==> src/rtl/pmem_arbiter.sv <==
// -----------------------------------------------------------------------------
// pmem_arbiter
//
// Purpose:
//   Two-port arbiter in front of a single physical memory. The instruction
//   fetch unit (IFU) issues reads; the load/store unit (LSU) issues reads or
//   masked writes. One request is served at a time through a small FSM:
//     IDLE   -> accept one request (valid && ready), latch it
//     ACCESS -> one cycle of memory access (read strobe or write mask)
//     WAIT   -> LAT extra cycles (skipped entirely when LAT == 0)
//     RESP   -> one-cycle response pulse to the requester that was served
//   Accept-to-response latency is LAT+2 cycles; the next accept can happen
//   at the earliest in the cycle after RESP.
//
// Configuration:
//   PMEM_ARB_RR_EN  when defined, simultaneous requests are granted
//                   round-robin (the requester not granted last wins).
//                   When undefined, the LSU always wins and no pointer
//                   register exists.
//
// Parameters:
//   LAT             extra wait cycles between access and response (0..15)
//
// Ports:
//   clock           sole clock, all state on the rising edge
//   reset           asynchronous, active-low reset
//   ifu_req_valid/ifu_req_ready/ifu_addr      fetch read request
//   ifu_resp_valid/ifu_rdata                  fetch response
//   lsu_req_valid/lsu_req_ready/lsu_wen/lsu_addr/lsu_wdata/lsu_mask
//                                             load/store request
//   lsu_resp_valid/lsu_rdata                  load/store response
//   mem_raddr/mem_rvalid/mem_rdata            memory read side (combinational)
//   mem_waddr/mem_wdata/mem_mask              memory write side (masked)
//   busy            high whenever the FSM is not in IDLE
// -----------------------------------------------------------------------------
module pmem_arbiter #(
  parameter int unsigned LAT = 1
) (
  input  logic        clock,
  input  logic        reset,

  input  logic        ifu_req_valid,
  output logic        ifu_req_ready,
  input  logic [63:0] ifu_addr,
  output logic        ifu_resp_valid,
  output logic [63:0] ifu_rdata,

  input  logic        lsu_req_valid,
  output logic        lsu_req_ready,
  input  logic        lsu_wen,
  input  logic [63:0] lsu_addr,
  input  logic [63:0] lsu_wdata,
  input  logic [7:0]  lsu_mask,
  output logic        lsu_resp_valid,
  output logic [63:0] lsu_rdata,

  output logic [63:0] mem_raddr,
  output logic        mem_rvalid,
  input  logic [63:0] mem_rdata,
  output logic [63:0] mem_waddr,
  output logic [63:0] mem_wdata,
  output logic [7:0]  mem_mask,

  output logic        busy
);

  typedef enum logic [1:0] {
    IDLE   = 2'd0,
    ACCESS = 2'd1,
    WAIT   = 2'd2,
    RESP   = 2'd3
  } state_e;

  // The wait counter is loaded with LAT-1 so that WAIT lasts exactly LAT
  // cycles; clamped so the LAT == 0 build still elaborates cleanly.
  localparam logic [3:0] LAT_M1 = (LAT > 0) ? 4'(LAT - 1) : 4'd0;

  state_e      state_q, state_d;
  logic [3:0]  waitCnt_q, waitCnt_d;

  logic [63:0] reqAddr_q, reqAddr_d;
  logic [63:0] reqWdata_q, reqWdata_d;
  logic [7:0]  reqMask_q, reqMask_d;
  logic        reqWen_q, reqWen_d;
  logic        reqLsu_q, reqLsu_d;

  logic [63:0] respData_q, respData_d;
  logic [63:0] ifuRdata_q, ifuRdata_d;
  logic [63:0] lsuRdata_q, lsuRdata_d;

  logic        grantIfu;
  logic        grantLsu;
  logic        accept;
  logic [63:0] accessData;

`ifdef PMEM_ARB_RR_EN
  // Remembers who was granted last (1 = LSU); reset state means "IFU last"
  // so the very first contested grant goes to the LSU.
  logic        lastLsu_q, lastLsu_d;

  always_comb begin
    grantLsu = lsu_req_valid;
    if (ifu_req_valid && lsu_req_valid) begin
      grantLsu = ~lastLsu_q;
    end
    grantIfu = ifu_req_valid && !grantLsu;
  end

  always_comb begin
    lastLsu_d = lastLsu_q;
    if (accept) begin
      lastLsu_d = lsu_req_ready;
    end
  end
`else
  // Fixed priority: LSU always beats IFU.
  always_comb begin
    grantLsu = lsu_req_valid;
    grantIfu = ifu_req_valid && !lsu_req_valid;
  end
`endif

  // Ready only ever goes to the single granted requester, and only in IDLE.
  assign ifu_req_ready = (state_q == IDLE) && grantIfu;
  assign lsu_req_ready = (state_q == IDLE) && grantLsu;
  assign accept        = ifu_req_ready || lsu_req_ready;

  // Writes return zero as their response data.
  assign accessData = reqWen_q ? 64'd0 : mem_rdata;

  always_comb begin
    state_d    = state_q;
    waitCnt_d  = waitCnt_q;
    reqAddr_d  = reqAddr_q;
    reqWdata_d = reqWdata_q;
    reqMask_d  = reqMask_q;
    reqWen_d   = reqWen_q;
    reqLsu_d   = reqLsu_q;
    respData_d = respData_q;
    ifuRdata_d = ifuRdata_q;
    lsuRdata_d = lsuRdata_q;

    unique case (state_q)
      IDLE: begin
        if (accept) begin
          reqLsu_d   = lsu_req_ready;
          reqAddr_d  = lsu_req_ready ? lsu_addr : ifu_addr;
          reqWen_d   = lsu_req_ready && lsu_wen;
          reqWdata_d = lsu_req_ready ? lsu_wdata : 64'd0;
          reqMask_d  = lsu_req_ready ? lsu_mask : 8'h00;
          state_d    = ACCESS;
        end
      end

      ACCESS: begin
        // Capture now; the visible rdata outputs only change on the edge
        // that enters RESP so they keep the previous response until then.
        respData_d = accessData;
        if (LAT > 0) begin
          state_d   = WAIT;
          waitCnt_d = LAT_M1;
        end else begin
          state_d = RESP;
          if (reqLsu_q) begin
            lsuRdata_d = accessData;
          end else begin
            ifuRdata_d = accessData;
          end
        end
      end

      WAIT: begin
        if (waitCnt_q == 4'd0) begin
          state_d = RESP;
          if (reqLsu_q) begin
            lsuRdata_d = respData_q;
          end else begin
            ifuRdata_d = respData_q;
          end
        end else begin
          waitCnt_d = waitCnt_q - 4'd1;
        end
      end

      RESP: begin
        state_d = IDLE;
      end

      default: begin
        state_d = IDLE;
      end
    endcase
  end

  always_ff @(posedge clock or negedge reset) begin
    if (!reset) begin
      state_q    <= IDLE;
      waitCnt_q  <= 4'd0;
      reqAddr_q  <= 64'd0;
      reqWdata_q <= 64'd0;
      reqMask_q  <= 8'h00;
      reqWen_q   <= 1'b0;
      reqLsu_q   <= 1'b0;
      respData_q <= 64'd0;
      ifuRdata_q <= 64'd0;
      lsuRdata_q <= 64'd0;
    end else begin
      state_q    <= state_d;
      waitCnt_q  <= waitCnt_d;
      reqAddr_q  <= reqAddr_d;
      reqWdata_q <= reqWdata_d;
      reqMask_q  <= reqMask_d;
      reqWen_q   <= reqWen_d;
      reqLsu_q   <= reqLsu_d;
      respData_q <= respData_d;
      ifuRdata_q <= ifuRdata_d;
      lsuRdata_q <= lsuRdata_d;
    end
  end

`ifdef PMEM_ARB_RR_EN
  always_ff @(posedge clock or negedge reset) begin
    if (!reset) begin
      lastLsu_q <= 1'b0;
    end else begin
      lastLsu_q <= lastLsu_d;
    end
  end
`endif

  // Memory strobes are decoded from state so they drop to zero the instant
  // reset asserts, and can never fire outside the single ACCESS cycle.
  assign mem_rvalid = (state_q == ACCESS) && !reqWen_q;
  assign mem_mask   = ((state_q == ACCESS) && reqWen_q) ? reqMask_q : 8'h00;
  assign mem_raddr  = reqAddr_q;
  assign mem_waddr  = reqAddr_q;
  assign mem_wdata  = reqWdata_q;

  assign ifu_resp_valid = (state_q == RESP) && !reqLsu_q;
  assign lsu_resp_valid = (state_q == RESP) && reqLsu_q;
  assign ifu_rdata      = ifuRdata_q;
  assign lsu_rdata      = lsuRdata_q;

  assign busy = (state_q != IDLE);

endmodule

==> config.mk <==
export PLATFORM = sky130hd
export DESIGN_NAME = pmem_arbiter
export DESIGN_NICKNAME = d
export VERILOG_FILES = /design/src/rtl/pmem_arbiter.sv
export SDC_FILE = /design/constraint.sdc
export NUM_CORES = 1
export LEC_CHECK = 0
export CAP_MARGIN = 20
export CORE_AREA = 2 2 236 238
export CTS_CLUSTER_DIAMETER = 80
export DETAILED_ROUTE_END_ITERATION = 10
export DIE_AREA = 0 0 238 240
export PLACE_DENSITY_LB_ADDON = 0.08
export SYNTH_ARGS = -nofsm -noshare
export SYNTH_HDL_FRONTEND = slang
export SYNTH_SLANG_ARGS = --single-unit
==> constraint.sdc <==
create_clock -name clock -period 1.68 [get_ports clock]
set_input_delay 0.336 -clock clock [delete_from_list [all_inputs] [get_ports clock]]
set_output_delay 0.336 -clock clock [all_outputs]
set_load 0.02 [all_outputs]
## Yosys cells after proc, flatten, opt, wreduce, memory -nomap -nowiden

Index checks and enable logic that the tools add are counted.

| storage, ports and cells | value |
|---|---|
| flip-flop bits (word level) | 336 |
| bits in latches | 0 |
| RAM bits | 0 |
| ROM bits | 0 |
| input port bits | 269 |
| output and inout bits | 334 |
| word-level logic and storage cells | 49 |
| memories kept | 0 |

| operators by class | value |
|---|---|
| add/subtract/negate cells | 1 |
| multiply operators | 0 |
| div/mod/pow operators | 0 |
| $lt $le $gt $ge | 0 |
| equality and inequality tests | 6 |
| shift operators | 0 |
| muxes and demuxes | 10 |
| bitwise gates (word level) | 1 |
| reduce and logical (&&, ||, !) cells | 21 |

Operators by type and width:

| kind | count |
|---|---|
| $mux W64 | 3 |
| $mux W8 | 2 |
| $logic_and A1 B1 Y1 | 8 |
| $pmux W2 S4 | 1 |
| $pmux W4 S2 | 1 |
| $ne A2 B2 Y1 const B | 3 |
| $reduce_and A2 Y1 | 3 |
| $reduce_and A3 Y1 | 2 |
| $eq A2 B2 Y1 const B | 2 |
| $logic_not A4 Y1 | 1 |
| $mux W2 | 2 |
| $mux W4 | 1 |
| $reduce_bool A2 Y1 | 2 |
| $sub A4 B1 Y4 const B | 1 |
| $logic_not A1 Y1 | 3 |
| $eq A2 B1 Y1 const B | 1 |
| $logic_not A2 Y1 | 1 |
| $logic_or A1 B1 Y1 | 1 |
| $not A1 Y1 | 1 |

## Longest topological paths before layout

| logic depth | value |
|---|---|
| depth after elaboration | 6 |
| depth in mapped cells | 8 |
| gate-level depth less buffers | 5 |

## Least setup slack after synthesis

OpenSTA, ideal clock, no wires.

| timing | value |
|---|---|
| kind | register -> register |
| start point | register state_q[0] |
| end point | register ifuRdata_q[10] (netlist: ifu_rdata[10]) |
| library setup time | 0.125 ns |
| arrival time | 1.733 ns |
| data required time | 1.555 ns |
| path slack | -0.178 ns |
| stages on the path, launching flop included | 8 |
| path buffers | 2 |
| clock period less this slack | 1.858 ns |
| cell sequence | dfrtp_1 -> inv_1 -> ha_1 -> and4bb_4 -> nor2b_4 -> buf_12 -> buf_12 -> mux2_4 |

| on the way | value |
|---|---|
| longest elaborated chain between the ends | 2 |

Ends and longest elaborated chain:

| element | line | source |
|---|---|---|
| from (decl) | 78 | `state_e state_q, state_d;` |
| from (signal assigned) | 208 | `state_q <= state_d;` |
| $eq A2 B2 Y1 | 143 | `unique case (state_q)` |
| $reduce_and A3 Y1 (no line) | - |  |
| to (signal assigned) | 216 | `ifuRdata_q <= ifuRdata_d;` |
| to (decl) | 88 | `logic [63:0] ifuRdata_q, ifuRdata_d;` |

Every way passes these cells.
A chain may end at the register's enable or synchronous reset.

## Final worst setup path

| timing | value |
|---|---|
| start point | register state_q[0] |
| end point | output mem_mask[1] |

| on the way | value |
|---|---|
| longest elaborated chain between the ends | 3 |

Ends and longest elaborated chain:

| element | line | source |
|---|---|---|
| $eq A2 B1 Y1 | 234 | `assign mem_mask = ((state_q == ACCESS) && reqWen_q) ? reqMask_q : 8'h00;` |
| $logic_and A1 B1 Y1 | 234 |  |
| $mux W8 | 234 |  |
| to (decl) | 62 | `output logic [7:0] mem_mask,` |

Every way passes these cells.

==> flow_metrics.env <==
export IMPL_antenna_cells=0
export IMPL_die_h_um=240
export IMPL_fp_coreArea_um2=54700
export IMPL_crit_arrival_ns=1.75
export IMPL_row_count=86
export IMPL_drt_pass1_iter_count=5
export IMPL_mappedNetlistNets=1376
export IMPL_grt_total_usage_pct=18.7
export IMPL_grt_max_degree=74
export IMPL_status="complete, but fails checks"
export IMPL_critPathLaunchType="register"
export IMPL_synth_xor_area_share_pct=0.0628
export IMPL_cts_tree="yes"
export IMPL_cp_num_buf_inv=4
export IMPL_dpl_hpwl_um=38900
export IMPL_cp_slowest_cell="dfrtp_1"
export IMPL_multi_input_area_um2=4750
export IMPL_grt_pass1_wl_um=78400
export IMPL_violations="negative setup slack"
export IMPL_gr_total_overflow=0
export IMPL_relSlewSlack_pct=70.4
export IMPL_crit_type="reg -> out"
export IMPL_numPortBuffers=602
export IMPL_synth_simple_gate_area_share_pct=4.69
export IMPL_cpMostUsedCell="buf_12"
export IMPL_fin_nets=2020
export IMPL_yosysSeqAreaShare_pct=60.3
export IMPL_hold_viol_final=0
export IMPL_crit_chain="buf_6 -> ha_4 -> buf_12 -> buf_8 -> and3_4 -> buf_12"
export IMPL_finClkSkew_ns=0.0212
export IMPL_wl_per_cell_um=23.4
export IMPL_cp_top_family="buffers and inverters"
export IMPL_holdCritPathClass="in -> async"
export IMPL_gp_congestion=0.795
export IMPL_yosys_warnings=0
export IMPL_root_buffer="clkbuf_16"
export IMPL_setup_viol=196
export IMPL_grt_pass1_vias=11426
export IMPL_drt_iter0_markers=419
export IMPL_cts_inserted_buffers=41
export IMPL_drt_total_wl_um=58000
export IMPL_io_pins=603
export IMPL_area_growth_synth_to_final_pct=70.0
export IMPL_slowest_delay_ns=0.39
export IMPL_synthCells=1101
export IMPL_worstSetupEndpointType="output port"
export IMPL_initial_utilization_pct=25.5
export IMPL_synth_adder_area_share_pct=0.539
export IMPL_peakVddDrop_mv=0.846
export IMPL_cts_buffer_depth=3
export IMPL_insertion_delay_ns=0.56
export IMPL_power_density_nw_per_um2=2010
export IMPL_setup_tns_ns=-30.53
export IMPL_clkSinkCount=336
export IMPL_p_total_mw=47.6
export IMPL_synth_top_family_by_area="multiplexers"
export IMPL_antenna_found_initial=6
export IMPL_htreeDepth=2
export IMPL_ff_latch_area_um2=8410
export IMPL_rsz0062_at_grt="true"
export IMPL_required_ns=1.34
export IMPL_fin_crit_ns=2.09
export IMPL_crit_fanout=6
export IMPL_synth_seq_cells=336
export IMPL_worst_pin_slew_ns=0.444
export IMPL_ys_types=30
export IMPL_period_share_pct=124
export IMPL_maxClockFrequency_ghz=0.479
export IMPL_syn_area_per_cell_um2=12.7
export IMPL_drtAntennaViolNets=0
export IMPL_worst_slack_ns=-0.410
export IMPL_via_per_inst=4.37
export IMPL_path_clk_slew_ns=0.06
export IMPL_vias=10822
export IMPL_drc=0
export IMPL_die_area_um2=57100
export IMPL_power_leakage_nw=11.6
export IMPL_cap_violations=0
export IMPL_synth_area_um2=13900
export IMPL_nFillCells=5217
export IMPL_drive_above_1_share_pct=26.1
export IMPL_synth_compound_gate_area_share_pct=9.62
export IMPL_maxSlewViolCount=0
export IMPL_die_w_um=238
export IMPL_synth_mux_area_share_pct=16.6
==> repair_timing <==
item                                   CTS  global route
setup endpoints to repair              644           288
buffers inserted                         9             9
hold buffers                             1             0
cloned                                  11            33
gates resized for setup                601           221
endpoints found under the hold margin  207             0
pin swaps                                3             3
==> layout make-up <==
type / count / share of cell area, %
Multi-Input combinational cell: 567 / 20.1
Clock buffer: 63 / 5.15
Tap cell: 704 / 3.72
Clock inverter: 10 / 0.591
Timing Repair Buffer: 729 / 33.8
Sequential cell: 336 / 35.5
Inverter: 70 / 1.15
==> final timing paths <==
check                                    from             end  slack [ns]  cells after the start
max in group asynchronous               reset   mem_raddr[26]        0.68                      4
worst min-delay path                    reset   ifu_rdata[10]        0.22                      2
worst max register to register     state_q[0]    ifu_rdata[1]       -0.28                      7
worst min register to register  lsu_rdata[56]   lsu_rdata[56]        0.49                      1
worst max-delay path               state_q[0]     mem_mask[1]       -0.41                      6
min in group clock              mem_rdata[27]  respData_q[27]        0.31                      3
==> power breakdown <==
part | switching (mW) | internal, mW
sequential | 2.54 | 11.7
combinational | 12.4 | 11.9
clock | 3.57 | 5.46
==> registers in the layout, summed over array words and instances, names as in the netlist <==
register	count
mem_raddr	64
lsu_rdata	64
ifu_rdata	64
mem_wdata	64
reqWen_q	1
reqMask_q	8
waitCnt_q	4
respData_q	64
reqLsu_q	1
state_q	2
==> per-layer routing <==
metal	global-route usage (%)	wire length, um
met1	22.2	23100
met5	0	71
met2	33.5	30000
met4	5.09	1140
met3	5.05	3690
==> per-stage QoR <==
| stage | std cells | setup WS [ns] | hold WS [ns] | area, um^2 | utilization [%] |
|---|---|---|---|---|---|
| 2_1_floorplan | 1101 | -0.147 | 0.0404 | 13900 | - |
| 3_3_place_gp | 2345 | -0.588 | 0.204 | 20800 | 38.1 |
| 3_5_place_dp | 2345 | -0.558 | 0.203 | 20800 | 38.1 |
| 4_1_cts | 2438 | -0.460 | 0.187 | 22500 | 41.2 |
| 5_1_grt | 2479 | -0.472 | 0.213 | 23700 | 43.4 |
| 6_report | 2479 | -0.410 | 0.220 | 23700 | 43.4 |
==> layout by cell type (no fill, tap or decap), types with 3 or more instances in the layout <==
cell             Yosys  final
mux2i_1             63     62
nand2_1            134     88
buf_4               64     35
a22o_1              73     73
buf_8                0     10
dlygate4sd2_1        0    194
bufinv_16            0      3
o21ai_0            136     51
dfrtp_1            336    333
inv_1               70     67
clkbuf_2             0      4
and3_2               0      4
clkbuf_1            22     12
clkdlybuf4s15_2      0     46
buf_2               33      5
clkbuf_16            0     69
buf_16               0     12
buf_12               7     25
clkdlybuf4s50_1      0    267
o21ai_1              0     75
bufbuf_16            0      4
clkbuf_8             0      9
nand2_2              0     29
clkinv_2             0      5
ha_4                 0      3
o21ai_2              0      9
dfrtp_2              0      3
mux2_2              63     62
buf_6                0     27
clkdlybuf4s15_1      0     72
nand2_4              1     17
mux2_1               6      6
mux2_4              60     61
==> synth_stat cells (all sizes together) <==
library cell | instances | area (um^2)
o21ai | 136 | 681
mux2 | 129 | 1680
or3b | 1 | 8.76
and4bb | 1 | 16.3
nor3 | 1 | 5.00
ha | 6 | 75.1
and3b | 1 | 8.76
nor2 | 2 | 7.51
and3 | 8 | 50.1
xnor2 | 1 | 8.76
nand2 | 135 | 514
nor2b | 4 | 32.5
buf | 107 | 797
nand3 | 1 | 5.00
dfrtp | 336 | 8410
clkbuf | 22 | 82.6
inv | 70 | 263
and2 | 1 | 6.26
a22o | 73 | 639
o22a | 1 | 8.76
a22oi | 1 | 7.51
mux2i | 63 | 631
a21oi | 1 | 5.00
==> logic make-up (layout without fill, tap and decap cells) <==
group	count (synthesis)	count (layout)
xor+xnor	1	1
buf+inv	199	872
compound gates	212	212
flops	336	336
simple gates	155	156
mux	192	192
fa+ha+maj	6	6
Power figures use the tool's default switching activity.
